==> src/rtl/fpga_rst_seq_pkg.sv <==
// Shared state encoding and 50 MHz default timings for the FPGA reset sequencer.
package fpga_rst_seq_pkg;

  typedef enum logic [2:0] {
    WAIT_LOCK  = 3'd0,
    DRAM_RST   = 3'd1,
    WAIT_CALIB = 3'd2,
    PHY_RST    = 3'd3,
    PHY_WAIT   = 3'd4,
    RUN        = 3'd5,
    ERROR      = 3'd6
  } rst_seq_state_e;

  localparam int unsigned ClkFreqHz             = 50_000_000;
  localparam int unsigned DefDramRstCycles      = 16;
  localparam int unsigned DefCalibTimeoutCycles = ClkFreqHz;        // 1 s
  localparam int unsigned DefEthRstHoldCycles   = ClkFreqHz / 100;  // 10 ms
  localparam int unsigned DefEthRstWaitCycles   = ClkFreqHz / 200;  // 5 ms

  // A state lasting N cycles loads N-1; zero-length requests still last one cycle.
  function automatic int unsigned cnt_load(int unsigned cycles);
    return (cycles == 32'd0) ? 32'd0 : cycles - 32'd1;
  endfunction

endpackage

==> src/rtl/sync.sv <==
// Two-flop synchronizer for asynchronous level inputs.
module sync #(
  parameter logic ResetValue = 1'b0
) (
  input  logic clk_i,
  input  logic rst_i,
  input  logic d_i,
  output logic q_o
);

  logic [1:0] sync_q;
  logic [1:0] sync_d;

  always_comb begin
    sync_d = {sync_q[0], d_i};
  end

  always_ff @(posedge clk_i or posedge rst_i) begin
    if (rst_i) begin
      sync_q <= {2{ResetValue}};
    end else begin
      sync_q <= sync_d;
    end
  end

  assign q_o = sync_q[1];

endmodule

==> src/rtl/fpga_rst_seq.sv <==
// Power-up/reset sequencer: clock lock, DRAM reset and calibration, PHY reset, then SoC release.
// One shared saturating down-counter times every sequencing state; all outputs are registered.
module fpga_rst_seq
  import fpga_rst_seq_pkg::*;
#(
  parameter bit          UseDram            = 1'b1,
  parameter int unsigned DramRstCycles      = DefDramRstCycles,
  parameter int unsigned CalibTimeoutCycles = DefCalibTimeoutCycles,
  parameter int unsigned EthRstHoldCycles   = DefEthRstHoldCycles,
  parameter int unsigned EthRstWaitCycles   = DefEthRstWaitCycles,
  parameter int unsigned CntWidth           = 32
) (
  input  logic       clk_i,
  input  logic       rst_i,
  input  logic       clk_locked_i,
  input  logic       dram_calib_done_i,
  input  logic       sw_rst_i,
  input  logic [1:0] boot_mode_i,
  output logic       dram_rst_o,
  output logic       eth_rst_no,
  output logic       soc_rst_no,
  output logic [1:0] boot_mode_o,
  output logic       error_o,
  output logic [2:0] state_o
);

  localparam logic [CntWidth-1:0] DramLoad  = CntWidth'(cnt_load(DramRstCycles));
  localparam logic [CntWidth-1:0] CalibLoad = CntWidth'(cnt_load(CalibTimeoutCycles));
  localparam logic [CntWidth-1:0] HoldLoad  = CntWidth'(cnt_load(EthRstHoldCycles));
  localparam logic [CntWidth-1:0] WaitLoad  = CntWidth'(cnt_load(EthRstWaitCycles));

  localparam rst_seq_state_e StartState = UseDram ? DRAM_RST : PHY_RST;

  logic lock_s;
  logic calib_s;

  rst_seq_state_e state_q, state_d;
  logic [CntWidth-1:0] cnt_q, cnt_d;
  logic       dram_rst_q, dram_rst_d;
  logic       eth_rst_n_q, eth_rst_n_d;
  logic       soc_rst_n_q, soc_rst_n_d;
  logic       error_q, error_d;
  logic [1:0] boot_mode_q, boot_mode_d;
  logic       restart;
  logic       cnt_zero;

  sync u_sync_lock (
    .clk_i (clk_i),
    .rst_i (rst_i),
    .d_i   (clk_locked_i),
    .q_o   (lock_s)
  );

  sync u_sync_calib (
    .clk_i (clk_i),
    .rst_i (rst_i),
    .d_i   (dram_calib_done_i),
    .q_o   (calib_s)
  );

  assign cnt_zero = (cnt_q == '0);

  always_comb begin
    state_d = state_q;
    restart = 1'b0;
    case (state_q)
      WAIT_LOCK:  if (lock_s) state_d = StartState;
      DRAM_RST:   if (cnt_zero) state_d = WAIT_CALIB;
      WAIT_CALIB: begin
        // Calibration completing on the last timeout cycle still counts as success.
        if (calib_s) begin
          state_d = PHY_RST;
        end else if (cnt_zero) begin
          state_d = ERROR;
        end
      end
      PHY_RST:    if (cnt_zero) state_d = PHY_WAIT;
      PHY_WAIT:   if (cnt_zero) state_d = RUN;
      RUN:        state_d = RUN;
      ERROR:      state_d = ERROR;
      default:    state_d = WAIT_LOCK;
    endcase

    if (state_q != WAIT_LOCK) begin
      if (!lock_s) begin
        state_d = WAIT_LOCK;
      end else if (sw_rst_i) begin
        state_d = StartState;
        restart = 1'b1;
      end
    end
  end

  always_comb begin
    cnt_d = cnt_zero ? cnt_q : cnt_q - CntWidth'(1);
    // Holding sw_rst_i keeps reloading, so the start state runs its full length after release.
    if (restart || (state_d != state_q)) begin
      case (state_d)
        DRAM_RST:   cnt_d = DramLoad;
        WAIT_CALIB: cnt_d = CalibLoad;
        PHY_RST:    cnt_d = HoldLoad;
        PHY_WAIT:   cnt_d = WaitLoad;
        default:    cnt_d = '0;
      endcase
    end
  end

  always_comb begin
    dram_rst_d  = !UseDram || (state_d inside {WAIT_LOCK, DRAM_RST, ERROR});
    eth_rst_n_d = state_d inside {PHY_WAIT, RUN};
    soc_rst_n_d = (state_d == RUN);
    error_d     = (state_d == ERROR);
    boot_mode_d = boot_mode_q;
    if (state_d == WAIT_LOCK) begin
      boot_mode_d = '0;
    end else if ((state_d == RUN) && (state_q != RUN)) begin
      boot_mode_d = boot_mode_i;
    end
  end

  always_ff @(posedge clk_i or posedge rst_i) begin
    if (rst_i) begin
      state_q     <= WAIT_LOCK;
      cnt_q       <= '0;
      dram_rst_q  <= 1'b1;
      eth_rst_n_q <= 1'b0;
      soc_rst_n_q <= 1'b0;
      error_q     <= 1'b0;
      boot_mode_q <= '0;
    end else begin
      state_q     <= state_d;
      cnt_q       <= cnt_d;
      dram_rst_q  <= dram_rst_d;
      eth_rst_n_q <= eth_rst_n_d;
      soc_rst_n_q <= soc_rst_n_d;
      error_q     <= error_d;
      boot_mode_q <= boot_mode_d;
    end
  end

  assign dram_rst_o  = dram_rst_q;
  assign eth_rst_no  = eth_rst_n_q;
  assign soc_rst_no  = soc_rst_n_q;
  assign error_o     = error_q;
  assign boot_mode_o = boot_mode_q;
  assign state_o     = state_q;

endmodule

==> config.mk <==
export PLATFORM = sky130hd
export DESIGN_NAME = fpga_rst_seq
export DESIGN_NICKNAME = d
export VERILOG_FILES = /design/src/rtl/fpga_rst_seq_pkg.sv /design/src/rtl/sync.sv /design/src/rtl/fpga_rst_seq.sv
export SDC_FILE = /design/constraint.sdc
export NUM_CORES = 1
export LEC_CHECK = 0
export BUFFER_PORTS_ARGS = -buffer_cell sky130_fd_sc_hd__buf_2
export CAP_MARGIN = 5
export CORE_ASPECT_RATIO = 0.7
export CORE_MARGIN = 4
export CORE_UTILIZATION = 44
export DETAILED_ROUTE_END_ITERATION = 16
export PLACE_DENSITY = 0.58
export SLEW_MARGIN = 20
export SYNTH_ARGS = -nofsm -noshare
export SYNTH_HDL_FRONTEND = slang
export SYNTH_HIERARCHICAL = 1
export SYNTH_SLANG_ARGS = --single-unit
==> constraint.sdc <==
create_clock -name clk_i -period 5 [get_ports clk_i]
set_input_delay 0.75 -clock clk_i [delete_from_list [all_inputs] [get_ports clk_i]]
set_output_delay 0.75 -clock clk_i [all_outputs]
set_load 0.05 [all_outputs]
==> out/results.ini, run 1 <==
[worst_setup_path]
cp.depth=6
cp-endpoint=cnt_q[0]
critPathMaxFanout=17
setup.worst_path.end_class=flop
path_delay_family=simple AND/OR/NAND/NOR gates
worstSetupPathType=reg -> reg
critPathRequiredTime_ps=5220
r2r_start=cnt_q[16]
path_cells=or4_1 -> or4_4 -> nor2_2 -> a211o_1 -> nand2_1 -> o211ai_1
startpoint_type=flop
critPathMaxStageDelay_ps=660
critPathBufInv=0
slowest_stage=or4_1
r2r_end=cnt_q[0]
crit_arrival_ps=3380
reg2reg_slack_ps=1840
timing.reg2reg.worst_path_depth=6
cp-startpoint=cnt_q[16]

[yosys]
netlist.area_leader.share_pct=45.3
synth_cell_type_count=55
yosysTopAreaCell=dfrtp_1
synth_seq_cells=45
synth_edf_count=0
syn_avg_cell_area_um2=9.69
ys_async_sr_fraction_pct=100
synth.area.top_cells=dfrtp_1, xnor2_1, o21ai_0, nor2_1, xor2_1
synth_top_flop_cell=dfrtp_1
netlist_area_mm2=0.00243
syn_nets=259
syn_inst=251
seq_area_frac_synth_pct=46.3
yosysWarnings=6

[final_layout]
final_core_util_pct=50.5
nets=275
final_cells=340
fillCellCount=516
drive_above_1_share_pct=16.0
antennaDiodeCount=0
syn_to_final_growth_pct=9.83

[placed_design]
hpwl_mm=3.98
placed_cells=332
gp_congestion=0.907
io_buffers=15
dp_slack_ps=1890

[grt]
grt_overflow=0
antenna_found_initial=0
grt_pass1_vias=1771
grt_max_degree=42
gr-usage-met1_pct=28.9
grt.met2_usage_pct=19.9
busiest_layer=met1
grtUsageTotal_pct=17.0
grt_pass1_wl_mm=9.26
gr-usage-met3_pct=4.89

[cts]
htree_levels=2
cts_buffers=5
cts_setup_buffers=0
root_buffer=clkbuf_8
cts_tree=done
postCtsHoldBufs=0
clk_pin_slew_ps=90
clock_sinks=45
cts.repair.resized=0
cts_buffer_depth=2
insertion_delay_ps=310

[routing]
routed_wl_mm=5.52
drc=0
vias=1936
ant_nets=0
drt_iter0_drc=144
drt-vias-per-instance=5.69
wire_per_inst_um=16.2
dr.pass1.iters=4

[job]
drv_cap=0

[sta]
max_freq_mhz=317
skew_ps=9.63
rsz0062_at_grt=false
worst_slack_ps=1840
drv_slew=0
setup_viol=0
slew_headroom_pct=47.2
finalCritPeriodShare_pct=63.2
finalHoldViolations=0
tightest_slew_ps=785
period_minus_slack_ps=3160
tns_ps=0

[status]
status=completed

[floorplan]
ios=16
die_h_um=70.2
die_x_um=96.9
die-area_mm2=0.00680
core_mm2=0.00529
initial_core_util_pct=46.0
num_rows=22

[power]
ir_drop_mv=0.206
p_per_area_mw_per_mm2=431
power_leakage_uw=0.00111

[min_path]
min_path_type=in -> async

-- state kept, by name (all words and copies together) (netlist names) --
name and flops:
boot_mode_o 2, cnt_q 32, dram_rst_o 1, error_o 1, eth_rst_no 1, soc_rst_no 1, state_o 3, u_sync_calib/sync_q 2
u_sync_lock/sync_q 2
-- metal layers --
layer,vias up,routed length [um],part of all wire [%]
li1,951,-,-
met1,911,3010,54
met4,0,48,0.87
met3,5,457,8.3
met2,69,2010,36
met5,-,0,0
-- cell usage after synthesis, drive strengths merged, types with 2 or more instances --
cell type   n
o2111ai     2
a21oi      10
nand2b      2
o211ai      5
o221ai      2
xnor2      19
nand4b      2
dfrtp      44
buf         4
or4         7
a2111oi     2
a211oi      6
a21o        2
o22ai       4
a211o       2
or3         9
xor2        7
clkbuf      5
nor3b       3
nand2      15
o21ai      18
nand3       7
nand4       4
nor3        9
or2         3
nor2       21
nor4        9
a31oi       2
inv        13
-- per-stage QoR --
stage                     power [uW]  hold WS [ps]  area, um^2
after floorplan                  816           331        2430
after global placement           912           333        2570
after detailed placement         905           339        2570
after CTS                       1150           297        2670
after global routing            1230           298        2670
final                           1150           303        2670
-- layout by cell type, fill, tap and decap left out, types with 3 or more instances in the layout --
cell and count:
dfrtp_1 44, nor2_1 20, xnor2_1 18, o21ai_0 16, buf_2 15, nand2_1 14, inv_1 11, a21oi_1 10
nor3_1 9, nor4_1 8, or3_1 8, xor2_1 7, nand3_1 7, or4_1 6, clkbuf_8 6, a211oi_1 5
o211ai_1 5, nand4_1 4, o22ai_1 4, nor3b_1 3, or2_2 3, buf_4 3
-- how the worst min path moves through the flow --
stage	slack [ps]	start	to	depth (start not counted)
after CTS	300	rst_i	u_sync_lock/sync_q[1]	2
after global routing	300	rst_i	u_sync_lock/sync_q[0]	2
final	300	rst_i	u_sync_calib/sync_q[0]	2
after floorplan	330	u_sync_calib/sync_q[0]	u_sync_calib/sync_q[1]	0
after global placement	330	u_sync_calib/sync_q[0]	u_sync_calib/sync_q[1]	0
after detailed placement	340	u_sync_lock/sync_q[0]	u_sync_lock/sync_q[1]	0
-- power breakdown --
part / internal (uW) / switching (uW) / total (uW)
logic: 169 / 247 / 415
clock network: 112 / 130 / 242
registers: 421 / 73.5 / 495
total: 702 / 450 / 1150
-- cell families (layout without fill, tap and decap cells) --
group	Yosys count	in the layout	share of synthesized area, %
adders and majority gates	1	1	0.514
buffers and inverters	23	40	4.06
xor gates and xnor gates	26	26	9.67
AOI/OAI and AO/OA	61	61	17.7
and+or+nand+nor	95	95	21.7
DFF	45	45	46.3
-- cell type report --
cell class | instances | area [um^2] | share of cell area (%)
multi-input cells | 183 | 1210 | 45.2
flip-flops and latches | 45 | 1130 | 42.2
repair buffers | 18 | 97.6 | 3.65
well taps | 72 | 90.1 | 3.37
clock buffers | 6 | 82.6 | 3.09
inverters | 14 | 53.8 | 2.01
clock inverters | 2 | 13.8 | 0.515
-- worst reg2reg max path, stage by stage (launching register included) --
cell and delay, ps:
dfrtp_1 440, or4_1 660, or4_4 600, nor2_2 340
a211o_1 580, nand2_1 230, o211ai_1 220
No activity file was read; power rests on OpenSTA's default activity.
==> run 2: changes to the inputs <==
PLACE_DENSITY = 0.6   (was 0.58)
clock period = 2.9 ns   (was 5 ns; I/O delays follow)
==> out/results.ini, run 2 (synthesis gave the netlist of run 1 again) <==
[power]
power_leakage_uw=0.00122
pwr-share-comb_pct=39.2
p_int_uw=1410
p_switching_uw=806
p_per_area_mw_per_mm2=772
ir_drop_mv=0.478
clockPowerShare_pct=22.7
swShare_pct=36.4
pwr-share-seq_pct=38.2

[final_layout]
regMostFlops=cnt_q
layout_common_cells=dfrtp_1, buf_4, nor2_1
final_core_util_pct=54.3
antennaDiodeCount=0
drive_above_1_share_pct=23.2
syn_to_final_growth_pct=18.0
mostFrequentLayoutCell=dfrtp_1
nets=296
largest_reg_flops=32

[sta]
tightest_slew_ps=526
skew_ps=5.06
max_freq_mhz=361
period_minus_slack_ps=2770
finalHoldWorstSlack_ps=238
drv_slew=0
finalCritPeriodShare_pct=95.6
tns_ps=0
slew_headroom_pct=64.9
setup_viol=0
rsz0062_at_grt=false
finalHoldViolations=0

[routing]
vias=2029
routed_wl_mm=5.94
drt_iter0_drc=222
ant_nets=0
dr.pass1.iters=5
drt-vias-per-instance=5.62
drc=0
wire_per_inst_um=16.5

[placed_design]
hpwl_mm=4.32
io_buffers=15
gp_congestion=0.965

[job]
drv_cap=0

[grt]
grt_pass1_vias=1996
grt_pass1_wl_mm=10.1
grt_overflow=0
grtUsageTotal_pct=18.5
antenna_found_initial=0
grt_max_degree=42

[status]
status=completed

[cts]
cts_buffers=5
htree_levels=2
root_buffer=clkbuf_8
cts_buffer_depth=2
insertion_delay_ps=300
cts_setup_buffers=0
clk_pin_slew_ps=90
cts_tree=done
clock_sinks=45

[floorplan]
initial_core_util_pct=46.0
num_rows=22
ios=16
die-area_mm2=0.00680
die_h_um=70.2
core_mm2=0.00529
die_x_um=96.9

[worst_setup_path]
r2r_start=cnt_q[27]
r2r_end=cnt_q[18]
setup.worst_path.end_class=flop
timing.reg2reg.worst_path_depth=6
startpoint_type=flop
crit_arrival_ps=3000
critPathMaxStageDelay_ps=610
critPathRequiredTime_ps=3120
critPathMaxFanout=7
worstSetupPathType=reg -> reg
cpMostUsedCell=or4_4
reg2reg_slack_ps=130
path_cells=or4_4 -> or4_4 -> or3_4 -> a211oi_4 -> nand2_2 -> o22ai_1
slowest_stage=or4_4

[min_path]
min-delay-start=dram_calib_done_i
min_path_type=in -> reg
whs_endpoint=u_sync_calib/sync_q[0]
hold_depth=1

run 2: cell count changes in the layout (fill, tap and decap cells not counted):
cell and delta:
and3_1 -1, and3_2 +1, buf_4 +20, bufinv_16 +1
clkinv_2 -1, clkinv_4 -1, clkinvlp_4 +1, dlygate4sd3_1 +1
or3_1 -1, or3_4 +1, or4_1 -2, or4_4 +2
run 2: layout make-up:
| type | instances | area, um^2 |
|---|---|---|
| Fill cell | 499 | 2420 |
| Multi-Input combinational cell | 183 | 1220 |
| Sequential cell | 45 | 1130 |
| Timing Repair Buffer | 39 | 258 |
| Tap cell | 72 | 90.1 |
| Clock buffer | 6 | 82.6 |
| Inverter | 14 | 53.8 |
| Clock inverter | 2 | 37.5 |
run 2: power groups by stage:
stage	Clock, uW	Sequential, uW	Combinational (uW)
finish	502	845	868
global route	543	863	962
CTS	511	842	852
detailed placement	0	853	842
global placement	0	853	839
floorplan	0	832	576
run 2: critical path, delay by kind of cell, from the launching register on:
| kind | cells | cell delay (ps) |
|---|---|---|
| simple gates | 4 | 1770 |
| compound gates | 2 | 510 |
| flops | 1 | 420 |
run 2: stage by stage:
step | power [uW] | std cells | setup WS [ps] | cell area, um^2
floorplan | 1410 | 251 | 176 | 2430
global placement | 1690 | 352 | 123 | 2730
detailed placement | 1700 | 352 | 59.2 | 2730
CTS | 2210 | 361 | 45.1 | 2860
global route | 2370 | 361 | 19.4 | 2870
finish | 2210 | 361 | 126 | 2870
run 2: worst max path at each step:
stage / start / end / slack, ps / cells after the start
final: cnt_q[27] / cnt_q[18] / 130 / 6
after global routing: cnt_q[24] / cnt_q[18] / 20 / 6
after CTS: cnt_q[27] / cnt_q[18] / 50 / 6
after detailed placement: cnt_q[27] / cnt_q[8] / 60 / 6
after global placement: cnt_q[27] / boot_mode_o[1] / 120 / 8
after floorplan: cnt_q[26] / cnt_q[18] / 180 / 7
run 2: layer usage:
layer / part of all wire (%) / vias to the layer above / global-route usage (%) / wire (um)
met3: 8.0 / 4 / 5.99 / 476
li1: - / 994 / - / -
met2: 40 / 63 / 24.7 / 2350
met1: 52 / 968 / 29.4 / 3090
met4: 0.42 / 0 / 2.49 / 25
met5: 0 / - / 0 / 0
run 2: repair_timing:
item,CTS,global route
hold buffers,1,0
setup endpoints to repair,0,10
endpoints found under the hold margin,4,0
resized for setup,0,4
==> run 3: changes to the inputs <==
CORE_ASPECT_RATIO = 1.5   (was 0.7)
==> out/results.ini, run 3 (synthesis gave the netlist of run 1 again) <==
[min_path]
min_path_type=in -> reg
min-delay-start=dram_calib_done_i

[worst_setup_path]
worstSetupPathType=reg -> reg
critPathMaxFanout=9
path_cells=or4_1 -> or4_4 -> or3_4 -> a211oi_4 -> a211oi_1 -> a21oi_1
critPathRequiredTime_ps=3120
startpoint_type=flop
crit_arrival_ps=3020
setup.worst_path.end_class=flop
critPathMaxStageDelay_ps=640
r2r_start=cnt_q[27]
reg2reg_slack_ps=100
slowest_stage=or4_4
cp-startpoint=cnt_q[27]

[sta]
worst_slack_ps=101
slew_headroom_pct=42.0
finalCritPeriodShare_pct=96.5
tightest_slew_ps=865
drv_slew=0
max_freq_mhz=357
tns_ps=0
finalHoldViolations=0
skew_ps=6.63
period_minus_slack_ps=2800
rsz0062_at_grt=false
setup_viol=0

[placed_design]
io_buffers=15
gp_congestion=0.814
hpwl_mm=4.33
dp_slack_ps=61.0

[cts]
cts_buffers=5
clock_sinks=45
clk_pin_slew_ps=90
htree_levels=2
root_buffer=clkbuf_8
cts_buffer_depth=2
cts_tree=done
insertion_delay_ps=300
cts_setup_buffers=0

[floorplan]
initial_core_util_pct=46.4
die_h_um=99.1
core_mm2=0.00525
ios=16
num_rows=32
die-area_mm2=0.00681
die_x_um=68.7

[final_layout]
largest_reg_flops=32
layout_common_cells=dfrtp_1, buf_4, nor2_1
mostFrequentLayoutCell=dfrtp_1
regMostFlops=cnt_q
nets=296
final_core_util_pct=53.9
antennaDiodeCount=0
drive_above_1_share_pct=22.5
syn_to_final_growth_pct=16.3

[routing]
drt-vias-per-instance=5.70
ant_nets=0
dr.pass1.iters=5
drt_iter0_drc=80
wire_per_inst_um=16.2
vias=2035
routed_wl_mm=5.80
drc=0

[grt]
grt_overflow=0
grt_pass1_vias=2006
antenna_found_initial=0
grtUsageTotal_pct=19.1
grt_pass1_wl_mm=9.93
grt_max_degree=42

[power]
p_per_area_mw_per_mm2=732
power_leakage_uw=0.00122
ir_drop_mv=0.352

[job]
drv_cap=0

[status]
status=completed

## run 3: cell count changes in the layout (fill, tap and decap cells not counted), sizes merged
cell,change
bufinv,-1
clkinv,+2
clkbuf,-1
## run 3: where the power goes
part           internal, uW  leakage (uW)  switching [uW]
Combinational           384      0.000575             466
Sequential              727      0.000598             109
Clock                   167     0.0000439             218
## run 3: repair_timing
| action | CTS | global route |
|---|---|---|
| resized for setup | 0 | 4 |
| hold buffers | 1 | 0 |
| hold endpoints to repair | 4 | 0 |
| endpoints found under the setup margin | 0 | 14 |
## run 3: through the flow
stage | total power, uW | cells | hold WS [ps] | area (um^2)
after floorplan | 1410 | 251 | 176 | 2430
after global placement | 1680 | 348 | 305 | 2720
after detailed placement | 1680 | 348 | 309 | 2720
after CTS | 2080 | 357 | 228 | 2820
after global routing | 2220 | 357 | 218 | 2830
final | 2070 | 357 | 239 | 2830
## run 3: layout make-up
type,count,area (um^2)
multi-input cells,183,1220
clock buffers,5,68.8
inverters,14,53.8
flip-flops and latches,45,1130
clock inverters,3,17.5
fillers,509,2420
repair buffers,39,258
well taps,68,85.1
## run 3: per-layer routing
metal	vias up	GRT usage (%)	share of wire, %
li1	991	-	-
met1	971	24.3	42
met2	59	31.8	52
met3	14	3.53	3.7
met4	0	6.31	2.3
met5	-	0	0
## run 3: critical path, delay by kind of cell (launching register included)
kind	cells	cell delay, ps
compound gates	3	670
flops	1	420
simple gates	3	1640
## run 3: final timing paths
path	endpoint	depth (start not counted)
min in group asynchronous	u_sync_lock/sync_q[1]	3
setup / recovery	cnt_q[17]	6
max in group asynchronous	cnt_q[11]	4
hold / removal	u_sync_calib/sync_q[0]	1
hold reg to reg	u_sync_calib/sync_q[1]	0
setup reg to reg	cnt_q[17]	6
